## src/rtl/rock_pkg.sv

```systemverilog
// rock_pkg: shared types for the rocking controller.
// Holds the FSM state enum, its encoding constants and a saturating
// one-LSB step helper used by both slew-limited outputs.
// Optional heart tracking in rock_controller is enabled by ROCK_HEART_TRACK_EN.
package rock_pkg;

    localparam logic [1:0] ST_IDLE      = 2'd0;
    localparam logic [1:0] ST_RAMP_UP   = 2'd1;
    localparam logic [1:0] ST_ROCK      = 2'd2;
    localparam logic [1:0] ST_RAMP_DOWN = 2'd3;

    typedef enum logic [1:0] {
        IDLE      = ST_IDLE,
        RAMP_UP   = ST_RAMP_UP,
        ROCK      = ST_ROCK,
        RAMP_DOWN = ST_RAMP_DOWN
    } rock_state_t;

    // Move cur one LSB toward tgt; never overshoots, never wraps.
    function automatic int unsigned step_toward(input int unsigned cur, input int unsigned tgt);
        if (cur < tgt) begin
            return cur + 1;
        end else if (cur > tgt) begin
            return cur - 1;
        end
        return cur;
    endfunction

endpackage

```

## src/rtl/rock_if.sv

```systemverilog
// rock_if: stream/control bundle between the cry/heart front-ends, the
// rocking controller and the output stage.
//   vol_valid, vol   : cry-volume sample strobe and value
//   heart_pulse      : one-cycle pulse per heartbeat
//   enable           : rocking permitted
//   amp, rock_per    : amplitude and rocking-period codes to the output stage
//   state, active    : controller FSM state and non-idle flag
// master drives the inputs and observes outputs; slave is the controller.
interface rock_if #(
    parameter int unsigned VOL_W = 8,
    parameter int unsigned AMP_W = 8,
    parameter int unsigned PER_W = 8
) ();
    import rock_pkg::*;

    logic             vol_valid;
    logic [VOL_W-1:0] vol;
    logic             heart_pulse;
    logic             enable;
    logic [AMP_W-1:0] amp;
    logic [PER_W-1:0] rock_per;
    rock_state_t      state;
    logic             active;

    modport master (
        output vol_valid, vol, heart_pulse, enable,
        input  amp, rock_per, state, active
    );

    modport slave (
        input  vol_valid, vol, heart_pulse, enable,
        output amp, rock_per, state, active
    );

endinterface

```

## src/rtl/heart_period_meter.sv

```systemverilog
// heart_period_meter: measures clk cycles between consecutive heart pulses.
//   clk, reset    : clock, asynchronous active-high reset
//   heart_pulse   : one-cycle pulse per heartbeat
//   period        : last measured pulse-to-pulse interval in clk cycles
//   period_valid  : period holds a measurement taken without saturation
// The counter saturates at all-ones, which invalidates the measurement and
// disarms the meter; two fresh pulses are then needed. A pulse coinciding
// with saturation wins.
module heart_period_meter #(
    parameter int unsigned HP_W = 24
) (
    input  logic            clk,
    input  logic            reset,
    input  logic            heart_pulse,
    output logic [HP_W-1:0] period,
    output logic            period_valid
);

    logic [HP_W-1:0] cnt;
    logic            armed;  // a pulse was seen since reset/saturation

    always_ff @(posedge clk or posedge reset) begin
        if (reset) begin
            cnt          <= '0;
            armed        <= 1'b0;
            period       <= '0;
            period_valid <= 1'b0;
        end else if (heart_pulse) begin
            if (armed) begin
                period       <= cnt;
                period_valid <= 1'b1;
            end
            armed <= 1'b1;
            cnt   <= HP_W'(1);
        end else if (&cnt) begin
            armed        <= 1'b0;
            period_valid <= 1'b0;
        end else begin
            cnt <= cnt + HP_W'(1);
        end
    end

endmodule

```

## src/rtl/rock_controller.sv

```systemverilog
// rock_controller: turns cry-volume samples and heartbeat pulses into
// slew-limited amplitude and rocking-period codes.
//   clk, reset : clock, asynchronous active-high reset
//   bus        : rock_if.slave (vol_valid/vol, heart_pulse, enable in;
//                amp, rock_per, state, active out)
// Define ROCK_HEART_TRACK_EN to build heart_period_meter and track the
// rocking period from the heart rate; otherwise rock_per stays PER_FIXED.
module rock_controller
    import rock_pkg::*;
#(
    parameter int unsigned      VOL_W        = 8,
    parameter int unsigned      AMP_W        = 8,
    parameter int unsigned      PER_W        = 8,
    parameter logic [AMP_W-1:0] AMP_MAX      = 8'd200,
    parameter logic [VOL_W-1:0] CRY_THRESH   = 8'd64,
    parameter int unsigned      CALM_SAMPLES = 16,
    parameter int unsigned      STEP_DIV     = 1024,
    parameter logic [PER_W-1:0] PER_FIXED    = 8'd32,
    parameter logic [PER_W-1:0] PER_MIN      = 8'd8,
    parameter int unsigned      HP_W         = 24,
    parameter int unsigned      PER_SHIFT    = 16
) (
    input logic   clk,
    input logic   reset,
    rock_if.slave bus
);

    localparam int unsigned TICK_W = (STEP_DIV > 1) ? $clog2(STEP_DIV) : 1;
    localparam int unsigned CALM_W = $clog2(CALM_SAMPLES + 1);

    logic [TICK_W-1:0] tick_cnt;
    logic              tick;
    logic [CALM_W-1:0] calm_cnt;
    logic [CALM_W-1:0] calm_nxt;
    logic              cry;
    logic              calm_sat;
    rock_state_t       state_q;
    logic [AMP_W-1:0]  amp_q;
    logic [AMP_W-1:0]  amp_tgt;
    logic [PER_W-1:0]  per_q;
    logic [PER_W-1:0]  per_tgt;
    logic              active_q;

    // Slew tick: free-running divider.
    assign tick = (tick_cnt == TICK_W'(STEP_DIV - 1));

    always_ff @(posedge clk or posedge reset) begin
        if (reset) begin
            tick_cnt <= '0;
        end else if (tick) begin
            tick_cnt <= '0;
        end else begin
            tick_cnt <= tick_cnt + TICK_W'(1);
        end
    end

    // Cry detection and calm hysteresis. The FSM looks at the next calm count
    // so a saturating strobe moves the state one cycle after the strobe.
    always_comb begin
        cry      = bus.vol_valid && (bus.vol >= CRY_THRESH);
        calm_nxt = calm_cnt;
        if (bus.vol_valid) begin
            if (cry) begin
                calm_nxt = '0;
            end else if (calm_cnt != CALM_W'(CALM_SAMPLES)) begin
                calm_nxt = calm_cnt + CALM_W'(1);
            end
        end
        calm_sat = (calm_nxt == CALM_W'(CALM_SAMPLES));
    end

    always_ff @(posedge clk or posedge reset) begin
        if (reset) begin
            calm_cnt <= '0;
        end else begin
            calm_cnt <= calm_nxt;
        end
    end

    assign amp_tgt = (state_q == RAMP_UP || state_q == ROCK) ? AMP_MAX : '0;

`ifdef ROCK_HEART_TRACK_EN
    logic [HP_W-1:0] hp_period;
    logic [HP_W-1:0] hp_code;
    logic            hp_valid;

    heart_period_meter #(
        .HP_W (HP_W)
    ) u_meter (
        .clk          (clk),
        .reset        (reset),
        .heart_pulse  (bus.heart_pulse),
        .period       (hp_period),
        .period_valid (hp_valid)
    );

    // Clamp compare is done at 32 bits; HP_W is expected to be <= 32.
    always_comb begin
        hp_code = hp_period >> PER_SHIFT;
        per_tgt = PER_FIXED;
        if (hp_valid) begin
            if (32'(hp_code) < 32'(PER_MIN)) begin
                per_tgt = PER_MIN;
            end else if (32'(hp_code) > 32'({PER_W{1'b1}})) begin
                per_tgt = {PER_W{1'b1}};
            end else begin
                per_tgt = PER_W'(hp_code);
            end
        end
    end
`else
    logic unused_track;
    assign unused_track = ^{bus.heart_pulse, PER_MIN, 32'(HP_W), 32'(PER_SHIFT)};
    assign per_tgt      = PER_FIXED;
`endif

    // Rocking FSM with registered amp/rock_per/active outputs.
    always_ff @(posedge clk or posedge reset) begin
        if (reset) begin
            state_q  <= IDLE;
            amp_q    <= '0;
            per_q    <= PER_FIXED;
            active_q <= 1'b0;
        end else begin
            unique case (state_q)
                IDLE: begin
                    if (bus.enable && cry) begin
                        state_q  <= RAMP_UP;
                        active_q <= 1'b1;
                    end
                end
                RAMP_UP: begin
                    if (!bus.enable || calm_sat) begin
                        state_q <= RAMP_DOWN;
                    end else if (amp_q == AMP_MAX) begin
                        state_q <= ROCK;
                    end
                end
                ROCK: begin
                    if (!bus.enable || calm_sat) begin
                        state_q <= RAMP_DOWN;
                    end
                end
                RAMP_DOWN: begin
                    if (bus.enable && cry) begin
                        state_q <= RAMP_UP;
                    end else if (amp_q == '0) begin
                        state_q  <= IDLE;
                        active_q <= 1'b0;
                    end
                end
            endcase
            if (tick) begin
                amp_q <= AMP_W'(step_toward(32'(amp_q), 32'(amp_tgt)));
            end
            if (tick && active_q) begin
                per_q <= PER_W'(step_toward(32'(per_q), 32'(per_tgt)));
            end
        end
    end

    assign bus.state    = state_q;
    assign bus.amp      = amp_q;
    assign bus.rock_per = per_q;
    assign bus.active   = active_q;

endmodule

```

## src/flat_wrapper.sv

```systemverilog
// flat-port wrapper written by rule: the top's interface ports become plain ports
module rock_controller_flat import rock_pkg::*;
#(
    parameter int unsigned      VOL_W        = 8,
    parameter int unsigned      AMP_W        = 8,
    parameter int unsigned      PER_W        = 8,
    parameter logic [AMP_W-1:0] AMP_MAX      = 8'd200,
    parameter logic [VOL_W-1:0] CRY_THRESH   = 8'd64,
    parameter int unsigned      CALM_SAMPLES = 16,
    parameter int unsigned      STEP_DIV     = 1024,
    parameter logic [PER_W-1:0] PER_FIXED    = 8'd32,
    parameter logic [PER_W-1:0] PER_MIN      = 8'd8,
    parameter int unsigned      HP_W         = 24,
    parameter int unsigned      PER_SHIFT    = 16
)
  (clk, reset, bus_vol_valid, bus_vol, bus_heart_pulse, bus_enable, bus_amp, bus_rock_per, bus_state, bus_active);
  rock_if #(.VOL_W(VOL_W), .AMP_W(AMP_W), .PER_W(PER_W)) bus_i ();
  input logic clk;
  input logic reset;
  input wire logic [$bits(bus_i.vol_valid)-1:0] bus_vol_valid;
  input wire logic [$bits(bus_i.vol)-1:0] bus_vol;
  input wire logic [$bits(bus_i.heart_pulse)-1:0] bus_heart_pulse;
  input wire logic [$bits(bus_i.enable)-1:0] bus_enable;
  output wire logic [$bits(bus_i.amp)-1:0] bus_amp;
  output wire logic [$bits(bus_i.rock_per)-1:0] bus_rock_per;
  output wire logic [$bits(bus_i.state)-1:0] bus_state;
  output wire logic [$bits(bus_i.active)-1:0] bus_active;
  assign bus_i.vol_valid = bus_vol_valid;
  assign bus_i.vol = bus_vol;
  assign bus_i.heart_pulse = bus_heart_pulse;
  assign bus_i.enable = bus_enable;
  assign bus_amp = bus_i.amp;
  assign bus_rock_per = bus_i.rock_per;
  assign bus_state = bus_i.state;
  assign bus_active = bus_i.active;
  rock_controller #(.VOL_W(VOL_W), .AMP_W(AMP_W), .PER_W(PER_W), .AMP_MAX(AMP_MAX), .CRY_THRESH(CRY_THRESH), .CALM_SAMPLES(CALM_SAMPLES), .STEP_DIV(STEP_DIV), .PER_FIXED(PER_FIXED), .PER_MIN(PER_MIN), .HP_W(HP_W), .PER_SHIFT(PER_SHIFT)) u_core (.clk(clk), .reset(reset), .bus(bus_i));
endmodule
```

## config.mk

```make
export PLATFORM = sky130hd
export DESIGN_NAME = rock_controller_flat
export DESIGN_NICKNAME = d
export VERILOG_FILES = /design/src/rtl/rock_pkg.sv /design/src/rtl/rock_if.sv /design/src/rtl/heart_period_meter.sv /design/src/rtl/rock_controller.sv /design/src/flat_wrapper.sv
export SDC_FILE = /design/constraint.sdc
export NUM_CORES = 1
export LEC_CHECK = 0
export ABC_AREA = 1
export ABC_CLOCK_PERIOD_IN_PS = 2400
export CAP_MARGIN = 5
export CORE_ASPECT_RATIO = 0.9
export CORE_MARGIN = 3
export CORE_UTILIZATION = 55
export CTS_CLUSTER_DIAMETER = 100
export DETAILED_ROUTE_END_ITERATION = 10
export DONT_BUFFER_PORTS = 1
export GPL_TIMING_DRIVEN = 0
export PLACE_DENSITY = 0.7
export SYNTH_ARGS = -nofsm -noshare
export SYNTH_HDL_FRONTEND = slang
export SYNTH_HIERARCHICAL = 1
export SYNTH_SLANG_ARGS = --single-unit
```

## constraint.sdc

```tcl
create_clock -name clk -period 2.4 [get_ports clk]
set_input_delay 0.48 -clock clk [delete_from_list [all_inputs] [get_ports clk]]
set_output_delay 0.48 -clock clk [all_outputs]
set_load 0.01 [all_outputs]
```

== Word-level counts from Yosys, hierarchy flattened ==
Index checks and enable logic that the tools add are counted.
Storage, ports and cells
  flip-flop bits (word level): 34
  input port bits: 13
  word-level logic and storage cells: 69
  output and inout port bits: 19
Cells by class
  add/sub/neg operators: 6
  reductions and logical operators: 13
  multiplexer cells: 26
  order comparisons: 5
  equality and inequality tests: 13
Operators by type and width (count)
  $mux 8: 5
  $add 8x1->8 const B: 2
  $sub 8x1->8 const B: 2
  $mux 5: 3
  $mux 2: 6
  $add 10x1->10 const B: 1
  $eq 10x10->1 const B: 1
  $mux 10: 1
  $mux 1: 9
  $eq 8x8->1 const B: 1
  $ge 8x7->1 const B: 1
  $gt 8x6->1 const B: 1
  $gt 8x8->1: 1
  $logic_not 8->1: 1
  $lt 8x6->1 const B: 1
  $lt 8x8->1: 1
  $pmux 2 s4: 1
  $reduce_and 4->1: 2
  $add 5x1->5 const B: 1
  $eq 5x5->1 const B: 1
  $ne 5x5->1 const B: 1
  $eq 2x2->1 const B: 2
  $ne 2x1->1 const B: 2
  $ne 2x2->1 const B: 2
  10 further kinds: 14

== Longest topological paths before layout ==
  depth after elaboration: 8
  gate-level depth with buffers: 16
  depth with buffers taken out: 16

== Worst setup path after synthesis ==
No wires, ideal clock.
  kind: register to register
  from: reg u_core.state_q[0], in the netlist u_core/bus.state[0]
  to: reg u_core.amp_q[5], in the netlist u_core/bus.amp[5]
  data required time: 2.274 ns
  cell stages (with the launch flop): 14
  setup time: 0.126 ns
  clock period less this slack: 2.140 ns
  path slack: 0.260 ns
  arrival: 2.014 ns
  path buffers: 1
  cells stage by stage: dfrtp_1 -> inv_1 -> ha_1 -> inv_1 -> ha_1 -> nand2_1 -> inv_1 -> a21oi_2 -> nand2_2 -> a21oi_2 -> buf_6 -> nand2_2 -> a21oi_2 -> o22ai_1
Between the ends
  longest elaborated chain between the ends: 8
  elaborated cells between the ends (all ways): 12
  those cells by class: 2 x order compare; 2 x eq/ne; 6 x mux; 2 x reduce/logical
Ends and longest elaborated chain
  from (decl): RTL line rock_controller.sv:37  | rock_state_t state_q;
  from (signal assigned): RTL line rock_controller.sv:120  | state_q <= IDLE;
  from (signal assigned): RTL line rock_controller.sv:128  | state_q <= RAMP_UP;
  from (signal assigned): RTL line rock_controller.sv:134  | state_q <= RAMP_DOWN;
  $eq 2x1->1 or $eq 2x2->1 (tied branches): RTL line rock_controller.sv:80  | assign amp_tgt = (state_q == RAMP_UP || state_q == ROCK) ? AMP_MAX : '0;
  $logic_or 1x1->1 (*): RTL line rock_controller.sv:80
  $mux 8 (*): RTL line rock_controller.sv:80
  $gt 8x8->1: RTL line rock_pkg.sv:23  | end else if (cur > tgt) begin
  $mux 1: RTL line rock_pkg.sv:23
  $mux 1: RTL line rock_pkg.sv:21  | if (cur < tgt) begin
  $mux 1: RTL line rock_controller.sv:153  | if (tick) begin
  $reduce_and 2->1 (no line)
  to (signal assigned): RTL line rock_controller.sv:154  | amp_q <= AMP_W'(step_toward(32'(amp_q), 32'(amp_tgt)));
  to (decl): RTL line rock_controller.sv:38  | logic [AMP_W-1:0] amp_q;
Mark *: on every way between the ends. The rest lies on a longest branch, timed or not. The select of a mux whose other input is x is not followed.
A chain may end at the register's enable or synchronous reset.

== Final worst setup path ==
  from: reg u_core.state_q[0], in the netlist u_core/bus.state[0]
  to: reg u_core.amp_q[4], in the netlist u_core/bus.amp[4]
Same word-level chain as after synthesis.

==> impl_metrics.toml <==
[hold_path]
hold_class = "input port to asynchronous set/reset pin"

[timing]
worstMarginPinSlew_ns = 0.521
tns_ns = 0
fin_crit_ns = 2.23
grt_setup_unrepaired = "no"
clock.fmax_mhz = 449
period_share = 0.927
relSlewSlack = 0.652
setup-violations-final = 0
fin_skew_ns = 0.0107
hold_viol_final = 0
slew_violations = 0

[synthesis]
ys_types = 36
syn-num-nets = 332
yosys.cell_count.top_type = "nand2_1"
avgSynthCellArea_um2 = 7.58
synthTopCellsByArea = "dfrtp_1 36%, nand2_1 12%, ha_1 8.1%, inv_1 8.1%, xor2_1 5.7%"
synth_edf_count = 0
ys.warnings.count = 6
ys_ff_latch = 34
ys_async_sr_fraction = 1.00
netlist_area_mm2 = 0.00230
synthFlopType = "dfrtp_1"
syn_inst = 304
synth_top_area_share = 0.359
yosysSeqAreaShare = 0.370
synth_commonest_cells = "71 x nand2_1, 50 x inv_1, 33 x dfrtp_1"
synth_top_area_cell = "dfrtp_1"

[setup_path]
crit_path_end_kind = "register"
crit_type = "register to register"
crit_required_ns = 2.58
worst-path-max-fanout = 10
cp.arrival_ns = 2.41
r2r_slack_ns = 0.17
cp-start-kind = "register"

[clock_tree]
cts-hold-fix-buffers = 0
clock_path_buffers = 2
clock_latency_ns = 0.30
cts_tree = "done"
clock_sinks = 34
cts_buffers = 5
cts_max_level = 2
clk_pin_slew_ns = 0.08
cts-root-buf = "clkbuf_8"

[power]
p_sw_frac = 0.351
p_per_area_mw_per_mm2 = 729
p_switching_mw = 0.652
seqPwrFrac = 0.360
p_int_mw = 1.21
p_leak_nw = 1.33
p_comb_frac = 0.291
ir_drop_uv = 551
total_power_mw = 1.86
power_frac_clock = 0.349

[finish]
final_layout_size_suffix_gt1_frac = 0.108
ff_latch_area_um2 = 855
multi_input_area_mm2 = 0.00123
fillerInstances = 341
nNetsFinal = 341
area_growth_syn_to_layout_pct = 10.6
n_antenna_cell = 0

[place]
place_congestion = 0.884
hpwl_um = 3300
port_buffers = 0

[routing]
drc = 0
ant_nets = 0
dr.pass1.iters = 4
avgRoutedWirePerCell_um = 12.0
wirelength_um = 4320
dr.first_iter.drc_count = 92
vias = 1880
vias_per_cell = 5.22

[floorplanning]
core_area_mm2 = 0.00386
fp.dieArea_mm2 = 0.00500
die_x_um = 74.2
fp-row-count = 21
fp.dieH_um = 67.4
start_util = 0.596
pin_count = 32

[grt]
overflow = 0
track_usage = 0.193
grt_max_degree = 25
first_global_vias = 1630
grt_pass1_wl_um = 7300
antenna_found_initial = 0

[run_status]
status = "complete, no violations"

[flow_run]
drv_cap = 0
logic make-up (layout without fill, tap and decap cells):
kind of cell | after synthesis | in the layout | synth area share
buffers and inverters | 57 | 67 | 0.101
and+or+nand+nor | 140 | 140 | 0.278
adders and majority gates | 15 | 15 | 0.0815
AOI/OAI and AO/OA | 42 | 42 | 0.109
xor gates and xnor gates | 16 | 16 | 0.0608
DFF | 34 | 34 | 0.370
state kept, by name, summed over array words and instances (netlist names):
| name | cells |
|---|---|
| u_core/bus.active | 1 |
| u_core/bus.amp | 8 |
| u_core/bus.rock_per | 8 |
| u_core/tick_cnt | 10 |
| u_core/bus.state | 2 |
| u_core/calm_cnt | 5 |
critical path, cell delays in order, from the launching register on:
cell and delay (ns):
dfrtp_2 0.43, inv_1 0.08, ha_1 0.32, inv_1 0.10, ha_1 0.24, nand2_1 0.06
inv_1 0.05, a21oi_2 0.16, nand2_4 0.11, a21oi_4 0.16, buf_6 0.15, o211ai_1 0.09
nor2_1 0.10, a21oi_1 0.05
layout by cell type, fill, tap and decap left out, types with 3 or more instances in the layout:
cell      count
o21ai_0      20
nand2_1      71
nor3_1        8
o22ai_1       3
inv_1        50
a21oi_1       6
nor2_1       26
o211ai_1      3
nand3_1      20
xor2_1       15
ha_1         15
dfrtp_1      31
clkbuf_8      5
per-layer routing:
| layer | part of all wire | vias up | wire length, um | GRT usage |
|---|---|---|---|---|
| li1 | - | 988 | - | - |
| met1 | 0.49 | 841 | 2130 | 0.272 |
| met2 | 0.42 | 45 | 1830 | 0.272 |
| met3 | 0.072 | 6 | 312 | 0.0714 |
| met4 | 0.011 | 0 | 49 | 0.0644 |
| met5 | 0 | - | 0 | 0 |
worst paths after layout:
check | from | to | cells after the start
worst max-delay path | u_core/bus.state[0] | u_core/bus.amp[4] | 13
worst min register to register | u_core/tick_cnt[4] | u_core/tick_cnt[4] | 1
max in group asynchronous | reset | u_core/bus.rock_per[5] | 2
min in group clk | bus_vol_valid | u_core/calm_cnt[2] | 3
worst max register to register | u_core/bus.state[0] | u_core/bus.amp[4] | 13
worst min-delay path | reset | u_core/bus.rock_per[6] | 1
power by group through the flow:
stage / Sequential (mW) / Combinational, mW / Clock [mW]
4_1_cts: 0.666 / 0.526 / 0.663
3_3_place_gp: 0.677 / 0.512 / 0
5_1_grt: 0.674 / 0.642 / 0.688
6_report: 0.669 / 0.542 / 0.648
3_5_place_dp: 0.676 / 0.526 / 0
2_1_floorplan: 0.662 / 0.424 / 0
layout make-up:
class | count | area share
multi-input combinational | 213 | 0.483
sequential | 34 | 0.335
inverter | 54 | 0.0835
clock buffer | 5 | 0.0270
clock inverter | 3 | 0.0270
tap | 46 | 0.0226
timing repair buffer | 2 | 0.0137
buffer | 3 | 0.00785
through the flow:
step	instance area (um2)	utilization	worst slack (ns)	cells	hold slack (ns)
after floorplan	2300	-	0.260	304	0.479
after global placement	2360	0.611	0.0277	350	0.497
after detailed placement	2390	0.618	0.0327	351	0.431
after CTS	2530	0.654	0.0157	359	0.101
after global routing	2550	0.660	0.00148	360	0.118
final	2550	0.660	0.174	360	0.0952
timing repair:
action,in CTS,in global routing
setup buffers,0,1
gates resized for setup,0,5
endpoints found under the setup margin,0,8
(Power assumes the default switching activity.)
